File: src/rtl/operand_fetch_pkg.sv
// Shared decode helpers for the RV32I operand-fetch stage.
// Opcodes and register-field positions.
package operand_fetch_pkg;

  typedef enum logic [6:0] {
    OP_R      = 7'b0110011,
    OP_IMM    = 7'b0010011,
    OP_LOAD   = 7'b0000011,
    OP_STORE  = 7'b0100011,
    OP_BRANCH = 7'b1100011,
    OP_JAL    = 7'b1101111,
    OP_JALR   = 7'b1100111,
    OP_LUI    = 7'b0110111,
    OP_AUIPC  = 7'b0010111
  } opcode_e;

  localparam int RD_LSB  = 7;
  localparam int RS1_LSB = 15;
  localparam int RS2_LSB = 20;

  function automatic logic uses_rs1(input logic [31:0] ins);
    return ins[6:0] inside {OP_R, OP_IMM, OP_LOAD,
                            OP_STORE, OP_BRANCH, OP_JALR};
  endfunction

  function automatic logic uses_rs2(input logic [31:0] ins);
    return ins[6:0] inside {OP_R, OP_STORE, OP_BRANCH};
  endfunction

  // x0 destinations never occupy the scoreboard
  function automatic logic writes_rd(input logic [31:0] ins);
    return (ins[6:0] inside {OP_R, OP_IMM, OP_LOAD, OP_JAL,
                             OP_JALR, OP_LUI, OP_AUIPC})
           && (ins[RD_LSB +: 5] != 5'd0);
  endfunction

endpackage

File: src/rtl/reg_scoreboard.sv
// Pending-write scoreboard: one bit per architectural register.
// A same-cycle set wins over writeback clear or flush kill.
module reg_scoreboard #(
  parameter int NREGS = 32,
  parameter int AW    = $clog2(NREGS)
) (
  input  logic             clk,
  input  logic             rst,
  input  logic             set_en,
  input  logic [AW-1:0]    set_a,
  input  logic             clr_en,
  input  logic [AW-1:0]    clr_a,
  input  logic             kill_en,
  input  logic [AW-1:0]    kill_a,
  output logic [NREGS-1:0] pending
);

  logic [NREGS-1:0] r_pend;
  logic [NREGS-1:0] w_one;
  logic [NREGS-1:0] w_set;
  logic [NREGS-1:0] w_clr;
  logic [NREGS-1:0] w_kill;

  assign w_one  = NREGS'(1);
  assign w_set  = set_en  ? (w_one << set_a)  : '0;
  assign w_clr  = clr_en  ? (w_one << clr_a)  : '0;
  assign w_kill = kill_en ? (w_one << kill_a) : '0;

  always_ff @(posedge clk) begin
    if (rst)
      r_pend <= '0;
    else
      r_pend <= ((r_pend & ~w_clr & ~w_kill) | w_set) & ~w_one;
  end

  assign pending = r_pend;

endmodule

File: src/rtl/operand_fetch.sv
// Decode/operand-fetch stage: regfile read, writeback forwarding,
// scoreboard hazard stall and the output pipeline register.
module operand_fetch
  import operand_fetch_pkg::*;
#(
  parameter int WIDTH = 32,
  parameter int NREGS = 32,
  localparam int AW   = $clog2(NREGS)
) (
  input  logic             clk,
  input  logic             rst,
  input  logic             in_valid,
  output logic             in_ready,
  input  logic [31:0]      in_instr,
  input  logic [WIDTH-1:0] in_pc,
  output logic [AW-1:0]    rf_a1,
  output logic [AW-1:0]    rf_a2,
  input  logic [WIDTH-1:0] rf_rd1,
  input  logic [WIDTH-1:0] rf_rd2,
  input  logic             wb_we,
  input  logic [AW-1:0]    wb_a3,
  input  logic [WIDTH-1:0] wb_wd,
  input  logic             flush,
  output logic             out_valid,
  input  logic             out_ready,
  output logic [31:0]      out_instr,
  output logic [WIDTH-1:0] out_pc,
  output logic [WIDTH-1:0] out_rs1_val,
  output logic [WIDTH-1:0] out_rs2_val
);

  logic             r_valid;
  logic [31:0]      r_instr;
  logic [WIDTH-1:0] r_pc;
  logic [WIDTH-1:0] r_rs1;
  logic [WIDTH-1:0] r_rs2;

  logic [AW-1:0]    w_rs1;
  logic [AW-1:0]    w_rs2;
  logic [AW-1:0]    w_rd;
  logic [AW-1:0]    w_out_rd;
  logic             w_use1;
  logic             w_use2;
  logic             w_wr;
  logic             w_out_wr;
  logic [NREGS-1:0] w_pend;
  logic [NREGS-1:0] w_clr;
  logic [NREGS-1:0] w_busy;
  logic             w_hazard;
  logic             w_acc;
  logic [WIDTH-1:0] w_op1;
  logic [WIDTH-1:0] w_op2;

  assign w_rs1    = in_instr[RS1_LSB +: AW];
  assign w_rs2    = in_instr[RS2_LSB +: AW];
  assign w_rd     = in_instr[RD_LSB +: AW];
  assign w_out_rd = r_instr[RD_LSB +: AW];
  assign w_use1   = uses_rs1(in_instr);
  assign w_use2   = uses_rs2(in_instr);
  assign w_wr     = writes_rd(in_instr);
  assign w_out_wr = writes_rd(r_instr);

  assign rf_a1 = w_rs1;
  assign rf_a2 = w_rs2;

  // A register retiring this cycle is no longer busy
  assign w_clr  = (wb_we && wb_a3 != '0) ? (NREGS'(1) << wb_a3) : '0;
  assign w_busy = w_pend & ~w_clr;

  assign w_hazard = (w_use1 && w_busy[w_rs1])
                 || (w_use2 && w_busy[w_rs2])
                 || (w_wr && w_busy[w_rd]);

  assign in_ready = !rst && !flush && !w_hazard
                 && (!r_valid || out_ready);
  assign w_acc    = in_valid && in_ready;

  assign w_op1 = (w_rs1 == '0) ? '0
               : w_clr[w_rs1]  ? wb_wd : rf_rd1;
  assign w_op2 = (w_rs2 == '0) ? '0
               : w_clr[w_rs2]  ? wb_wd : rf_rd2;

  reg_scoreboard #(
    .NREGS(NREGS),
    .AW   (AW)
  ) u_sb (
    .clk    (clk),
    .rst    (rst),
    .set_en (w_acc && w_wr),
    .set_a  (w_rd),
    .clr_en (wb_we),
    .clr_a  (wb_a3),
    .kill_en(flush && r_valid && w_out_wr),
    .kill_a (w_out_rd),
    .pending(w_pend)
  );

  always_ff @(posedge clk) begin
    if (rst) begin
      r_valid <= 1'b0;
      r_instr <= '0;
      r_pc    <= '0;
      r_rs1   <= '0;
      r_rs2   <= '0;
    end else if (flush) begin
      r_valid <= 1'b0;
    end else if (w_acc) begin
      r_valid <= 1'b1;
      r_instr <= in_instr;
      r_pc    <= in_pc;
      r_rs1   <= w_op1;
      r_rs2   <= w_op2;
    end else if (out_ready) begin
      r_valid <= 1'b0;
    end
  end

  assign out_valid   = r_valid;
  assign out_instr   = r_instr;
  assign out_pc      = r_pc;
  assign out_rs1_val = r_rs1;
  assign out_rs2_val = r_rs2;

endmodule

File: config.mk
export PLATFORM = sky130hd
export DESIGN_NAME = operand_fetch
export DESIGN_NICKNAME = d
export VERILOG_FILES = /design/src/rtl/operand_fetch_pkg.sv /design/src/rtl/reg_scoreboard.sv /design/src/rtl/operand_fetch.sv
export SDC_FILE = /design/constraint.sdc
export NUM_CORES = 1
export LEC_CHECK = 0
export BUFFER_PORTS_ARGS = -buffer_cell sky130_fd_sc_hd__buf_2
export CAP_MARGIN = 10
export CORE_ASPECT_RATIO = 1.2
export CORE_MARGIN = 1
export CORE_UTILIZATION = 45
export DETAILED_ROUTE_END_ITERATION = 7
export PLACE_DENSITY = 0.72
export SETUP_SLACK_MARGIN = 0.15
export SLEW_MARGIN = 10
export SYNTH_ARGS = -nofsm -noshare
export SYNTH_HDL_FRONTEND = slang
export SYNTH_SLANG_ARGS = --single-unit
File: constraint.sdc
create_clock -name clk -period 3.5 [get_ports clk]
set_clock_uncertainty 0.05 [all_clocks]
set_input_delay 0.35 -clock clk [delete_from_list [all_inputs] [get_ports clk]]
set_output_delay 0.35 -clock clk [all_outputs]
set_load 0.02 [all_outputs]
## Word level (Yosys, flattened, before mapping)

Cells that the tools add are included.

| word-level totals | value |
|---|---|
| logic and storage cells | 89 |
| bits of input ports | 171 |
| bits in registers | 161 |

| operators by class | value |
|---|---|
| bitwise logic cells | 8 |
| reduce and logical (&&, ||, !) cells | 32 |
| magnitude comparators | 3 |
| multiplexer cells | 20 |
| equal/unequal tests | 16 |
| shift-type cells | 3 |

Operators with widths:

| kind | number |
|---|---|
| $mux W32 | 8 |
| $and A32 B32 Y32 | 3 |
| $not A32 Y32 | 3 |
| $shl A1 B5 Y32 const A | 3 |
| $eq A7 B6 Y1 const B | 5 |
| $eq A7 B7 Y1 const B | 5 |
| $or A32 B32 Y32 | 1 |
| $eq A7 B5 Y1 const B | 4 |
| $bmux W1 S5 | 5 |
| $lt A5 B6 Y1 const B | 3 |
| $reduce_bool A5 Y1 | 3 |
| $eq A7 B2 Y1 const B | 2 |
| $reduce_bool A7 Y1 | 2 |
| $logic_and A1 B1 Y1 | 13 |
| $logic_not A5 Y1 | 2 |
| $mux W1 | 7 |
| $reduce_bool A6 Y1 | 1 |
| $logic_not A1 Y1 | 4 |
| $logic_or A1 B1 Y1 | 3 |
| $reduce_bool A3 Y1 | 1 |
| $reduce_and A2 Y1 | 1 |
| $reduce_bool A2 Y1 | 1 |
| $reduce_or A2 Y1 | 1 |
| $not A1 Y1 | 1 |

## Depth between registers and ports, before layout

| depth | value |
|---|---|
| depth after elaboration | 17 |
| mapped depth | 12 |
| depth with buffers taken out | 8 |

## Cells and area by module

From an unflattened synthesis, not the netlist that was laid out.

| unflattened totals | value |
|---|---|
| cells, all modules | 1066 |
| area, all modules | 9173.8 µm² |

Modules (own cells, without submodules):

| module | area an instance (µm²) | sequential area each (µm²) | instances | cells an instance |
|---|---|---|---|---|
| operand_fetch | 7619.8 | 2582.5 | 1 | 887 |
| reg_scoreboard | 1554.0 | 620.6 | 1 | 179 |

## Least setup slack after synthesis

Ideal clock, no wire load.

| path | value |
|---|---|
| kind | input to output |
| start | in wb_a3[4] |
| end | out in_ready |
| required time | 3.100 ns |
| path slack | 0.670 ns |
| cell stages on the path | 11 |
| arrival | 2.430 ns |
| cell sequence | buf_2 > or4b_1 > buf_2 > o2111ai_1 > a41o_1 > o2111ai_1 > and4_1 > a41oi_2 > nand2_1 > buf_2 > inv_1 |

| on the way | value |
|---|---|
| cells in the longest elaborated chain, start to end | 13 |
| elaborated cells on any way between the ends | 20 |
| those cells by class | 1 x shift; 7 x mux; 2 x bitwise; 10 x reduce/logical |

RTL lines:

| item | line | text |
|---|---|---|
| start, declared | operand_fetch.sv:21 | `input logic [AW-1:0] wb_a3,` |
| $reduce_bool A5 Y1 | operand_fetch.sv:67 | `assign w_clr = (wb_we && wb_a3 != '0) ? (NREGS'(1) << wb_a3) : '0;` |
| $logic_and A1 B1 Y1 | operand_fetch.sv:67 |  |
| $mux W32 * | operand_fetch.sv:67 |  |
| $not A32 Y32 * | operand_fetch.sv:68 | `assign w_busy = w_pend & ~w_clr;` |
| $and A32 B32 Y32 * | operand_fetch.sv:68 |  |
| $bmux W1 S5 (on tied branches) | operand_fetch.sv:70, operand_fetch.sv:71 |  |
| $mux W1 (on tied branches) | operand_fetch.sv:70, operand_fetch.sv:71 |  |
| $logic_and A1 B1 Y1 (on tied branches) | operand_fetch.sv:70, operand_fetch.sv:71 |  |
| $logic_or A1 B1 Y1 | operand_fetch.sv:71 | `\|\| (w_use2 && w_busy[w_rs2])` |
| $logic_or A1 B1 Y1 * | operand_fetch.sv:72 | `\|\| (w_wr && w_busy[w_rd]);` |
| $logic_not A1 Y1 * | operand_fetch.sv:74 | `assign in_ready = !rst && !flush && !w_hazard` |
| $logic_and A1 B1 Y1 * | operand_fetch.sv:74 |  |
| $logic_and A1 B1 Y1 * | operand_fetch.sv:75 | `&& (!r_valid \|\| out_ready);` |
| end, declared | operand_fetch.sv:13 | `output logic in_ready,` |

Every way passes the cells marked *; elsewhere a longest branch is shown, timed or not. The select of a mux whose other input is x is not followed.

## Worst setup path after layout

| path | value |
|---|---|
| start | in wb_a3[1] |
| end | out in_ready |

Same word-level chain as after synthesis.

==> results.yml <==
run_status:
  status: "finished, final reports clean"
timing:
  relSlewSlack: 0.333
  fin_crit_sh: 0.910
  maxSlewViolCount: 0
  fin_setup_tns_ns: 0
  setup_viol: 0
  rsz0062_at_grt: "no"
  finalCriticalPeriod_ns: 3.18
  setup_slack_ns: 0.317
  hold_violations: 0
  clock.fmax_ghz: 0.314
  worst_pin_slew_ns: 1.00
die:
  fp.dieW_um: 136
  core_area_um2: 21000
  ios: 311
  die_y_um: 162
  start_util: 0.460
  fp-row-count: 58
  die-area_um2: 22000
detailed_routing:
  drc: 0
  drtIter0Drc: 662
  vias: 9025
  avgViaCountPerCell: 5.75
  routed_wl_um: 32500
  ant_nets: 0
  wl_per_cell_um: 20.7
  firstDrtPassIters: 5
finish:
  finalNetCount: 1457
  register_area_um2: 3200
  multiInputGateArea_um2: 5910
  n_fill_cell: 1896
  drive_gt1_frac: 0.419
  stdcell_count: 1570
  synthToLayoutAreaGrowth_pct: 26.9
placed_design:
  dpl.hpwl_um: 24000
  place.gp.congestion: 1.06
  pre_cts_ws_ns: 0.0331
  dp_cells: 1536
  io_buffers: 310
synth:
  synth_flop_cell: "dfxtp_1"
  synth-seq-area-share: 0.332
  synth_area_um2: 9640
  synth_edf_count: 0
  async_flop_share: 0
  syn-num-nets: 1156
  yosys.cell_types.count: 69
  syn_area_per_cell_um2: 9.79
  synthCells: 985
  synth_seq_cells: 160
  ys.warnings.count: 0
power_and_ir_drop:
  p_leak_nw: 6.11
  ir_worst_vdd_mv: 0.330
  power_density_nw_per_um2: 390
clocking:
  cts_max_level: 4
  cts.sinks: 160
  clk_path_buf_depth: 2
  cts_tree: "yes"
  worstSkewPairLatency_ns: 0.42
  cts_buffers: 17
  cts-root-buf: "clkbuf_16"
  clk_pin_slew_worst_paths_ns: 0.07
critical_path:
  critPathRequiredTime_ns: 3.10
  crit_type: "primary input to output pin"
  critPathArrivalTime_ns: 2.78
  critPathMaxFanout: 11
  end_kind: "output pin"
  cp-start-kind: "primary input"
grt:
  grt_max_degree: 92
  gr-usage-all-layers: 0.292
  grt_overflow_total: 0
  antenna_found_initial: 2
  grt_pass1_wl_um: 49600
  grt_pass1_vias: 8776
worst_hold_path:
  hold_class: "primary input to register"
flow_run:
  cap_viol_max_count: 0
flip-flops by register name, indices dropped and copies added, names as in the netlist:
register,cells
out_valid,1
out_pc,32
out_instr,32
u_sb.pending,31
out_rs1_val,32
out_rs2_val,32
layout make-up:
type | count | area share
clock buffer | 18 | 0.0351
multi-input combinational | 717 | 0.483
inverter | 15 | 0.00460
antenna | 2 | 0.000409
clock inverter | 13 | 0.0145
sequential | 160 | 0.262
timing repair buffer | 375 | 0.173
tap | 270 | 0.0276
repair_timing:
item                                    in CTS  in global routing
endpoints found under the setup margin       0                  1
setup buffers                                0                  1
hold buffers                                 0                  0
gates resized for setup                      0                  1
cell families after synthesis:
kind of cell,Yosys count,synth area share
AO/OA/AOI/OAI,161,0.127
XOR/XNOR,7,0.00636
buffers and inverters,108,0.0593
flip-flops,160,0.332
multiplexers,211,0.286
AND/OR/NAND/NOR,338,0.190
synth_stat cells, types with 3 or more instances:
cell type	count	area, um^2
o21ai_0	18	90.1
mux2_2	9	101
xor2_1	5	43.8
a31oi_1	7	43.8
buf_6	13	146
and3b_1	3	26.3
nor3b_1	4	30.0
a211oi_1	3	22.5
and4_1	4	35.0
mux2i_1	86	861
o41ai_1	16	140
o211ai_1	8	60.1
mux2_4	109	1640
a21oi_1	11	55.1
a211o_1	25	219
nor3_1	8	40.0
nand3_1	10	50.1
o21ai_1	10	50.1
nor2b_1	129	807
buf_2	19	95.1
and3_1	3	18.8
clkbuf_1	47	176
inv_1	13	48.8
nor2_1	91	342
o2111ai_1	18	158
nand2_1	44	165
buf_4	12	90.1
nand4b_1	5	43.8
nand4_1	14	87.6
a311oi_1	3	26.3
mux4_2	7	158
dfxtp_1	160	3200
a32oi_1	3	26.3
nand2b_1	4	25.0
o31ai_1	16	120
o311ai_0	5	43.8
cell usage in the layout, fill, tap and decap left out, types with 4 or more instances in the layout:
| master | Yosys | routed |
|---|---|---|
| o31ai_1 | 16 | 16 |
| o21ai_0 | 18 | 18 |
| nand2_1 | 44 | 44 |
| clkbuf_16 | 0 | 17 |
| o311ai_0 | 5 | 5 |
| nand3_1 | 10 | 9 |
| o211ai_1 | 8 | 8 |
| dfxtp_1 | 160 | 160 |
| nor3_1 | 8 | 8 |
| mux2_2 | 9 | 9 |
| a21oi_1 | 11 | 11 |
| mux2i_1 | 86 | 86 |
| mux4_2 | 7 | 7 |
| nand4_1 | 14 | 14 |
| and4_1 | 4 | 4 |
| o41ai_1 | 16 | 16 |
| nor3b_1 | 4 | 4 |
| nor2_1 | 91 | 91 |
| buf_2 | 19 | 309 |
| o2111ai_1 | 18 | 18 |
| o21ai_1 | 10 | 9 |
| a211o_1 | 25 | 25 |
| inv_1 | 13 | 13 |
| nor2b_1 | 129 | 129 |
| nand4b_1 | 5 | 5 |
| a31oi_1 | 7 | 6 |
| mux2_4 | 109 | 109 |
| buf_4 | 12 | 60 |
| nand2b_1 | 4 | 4 |
| buf_12 | 0 | 6 |
| clkinvlp_4 | 0 | 4 |
| xor2_1 | 5 | 5 |
power breakdown:
part           internal [mW]  leakage [nW]  total, mW  switching, mW
clock                   1.14         0.283       1.97          0.833
sequential              1.89          1.30       1.93         0.0381
combinational          0.373          4.53      0.871          0.498
total                   3.40          6.11       4.77           1.37
final timing paths:
path                                  startpoint               to  slack (ns)  cells past startpoint
worst max-delay path                    wb_a3[1]         in_ready        0.32                     11
worst min-delay path                   in_pc[23]       out_pc[23]         0.1                      2
worst max register to register  u_sb.pending[11]  out_rs1_val[22]        0.67                     10
worst min register to register     out_instr[24]    out_instr[24]        0.41                      2
critical path: stages:
cell	delay, ns
buf_2	0.18
or2_2	0.42
o2111ai_1	0.26
o2111ai_1	0.26
a31oi_1	0.22
o311ai_0	0.28
a41oi_2	0.34
nand2_1	0.10
buf_4	0.17
inv_1	0.05
buf_2	0.15
per-layer routing:
metal	vias to the layer above	track usage	share of wire
li1	4153	-	-
met1	4299	0.342	0.38
met2	476	0.497	0.49
met3	97	0.0638	0.085
met4	0	0.153	0.042
met5	-	0	0
metrics by stage:
step | hold WS [ns] | util | cell area (um^2) | total power, mW
2_1_floorplan | 0.379 | - | 9640 | 2.50
3_3_place_gp | 0.393 | 0.554 | 11600 | 2.82
3_5_place_dp | 0.401 | 0.554 | 11600 | 2.83
4_1_cts | 0.0802 | 0.583 | 12200 | 4.79
5_1_grt | 0.0811 | 0.583 | 12200 | 4.94
6_report | 0.0971 | 0.583 | 12200 | 4.77
(Power assumes the default switching activity.)
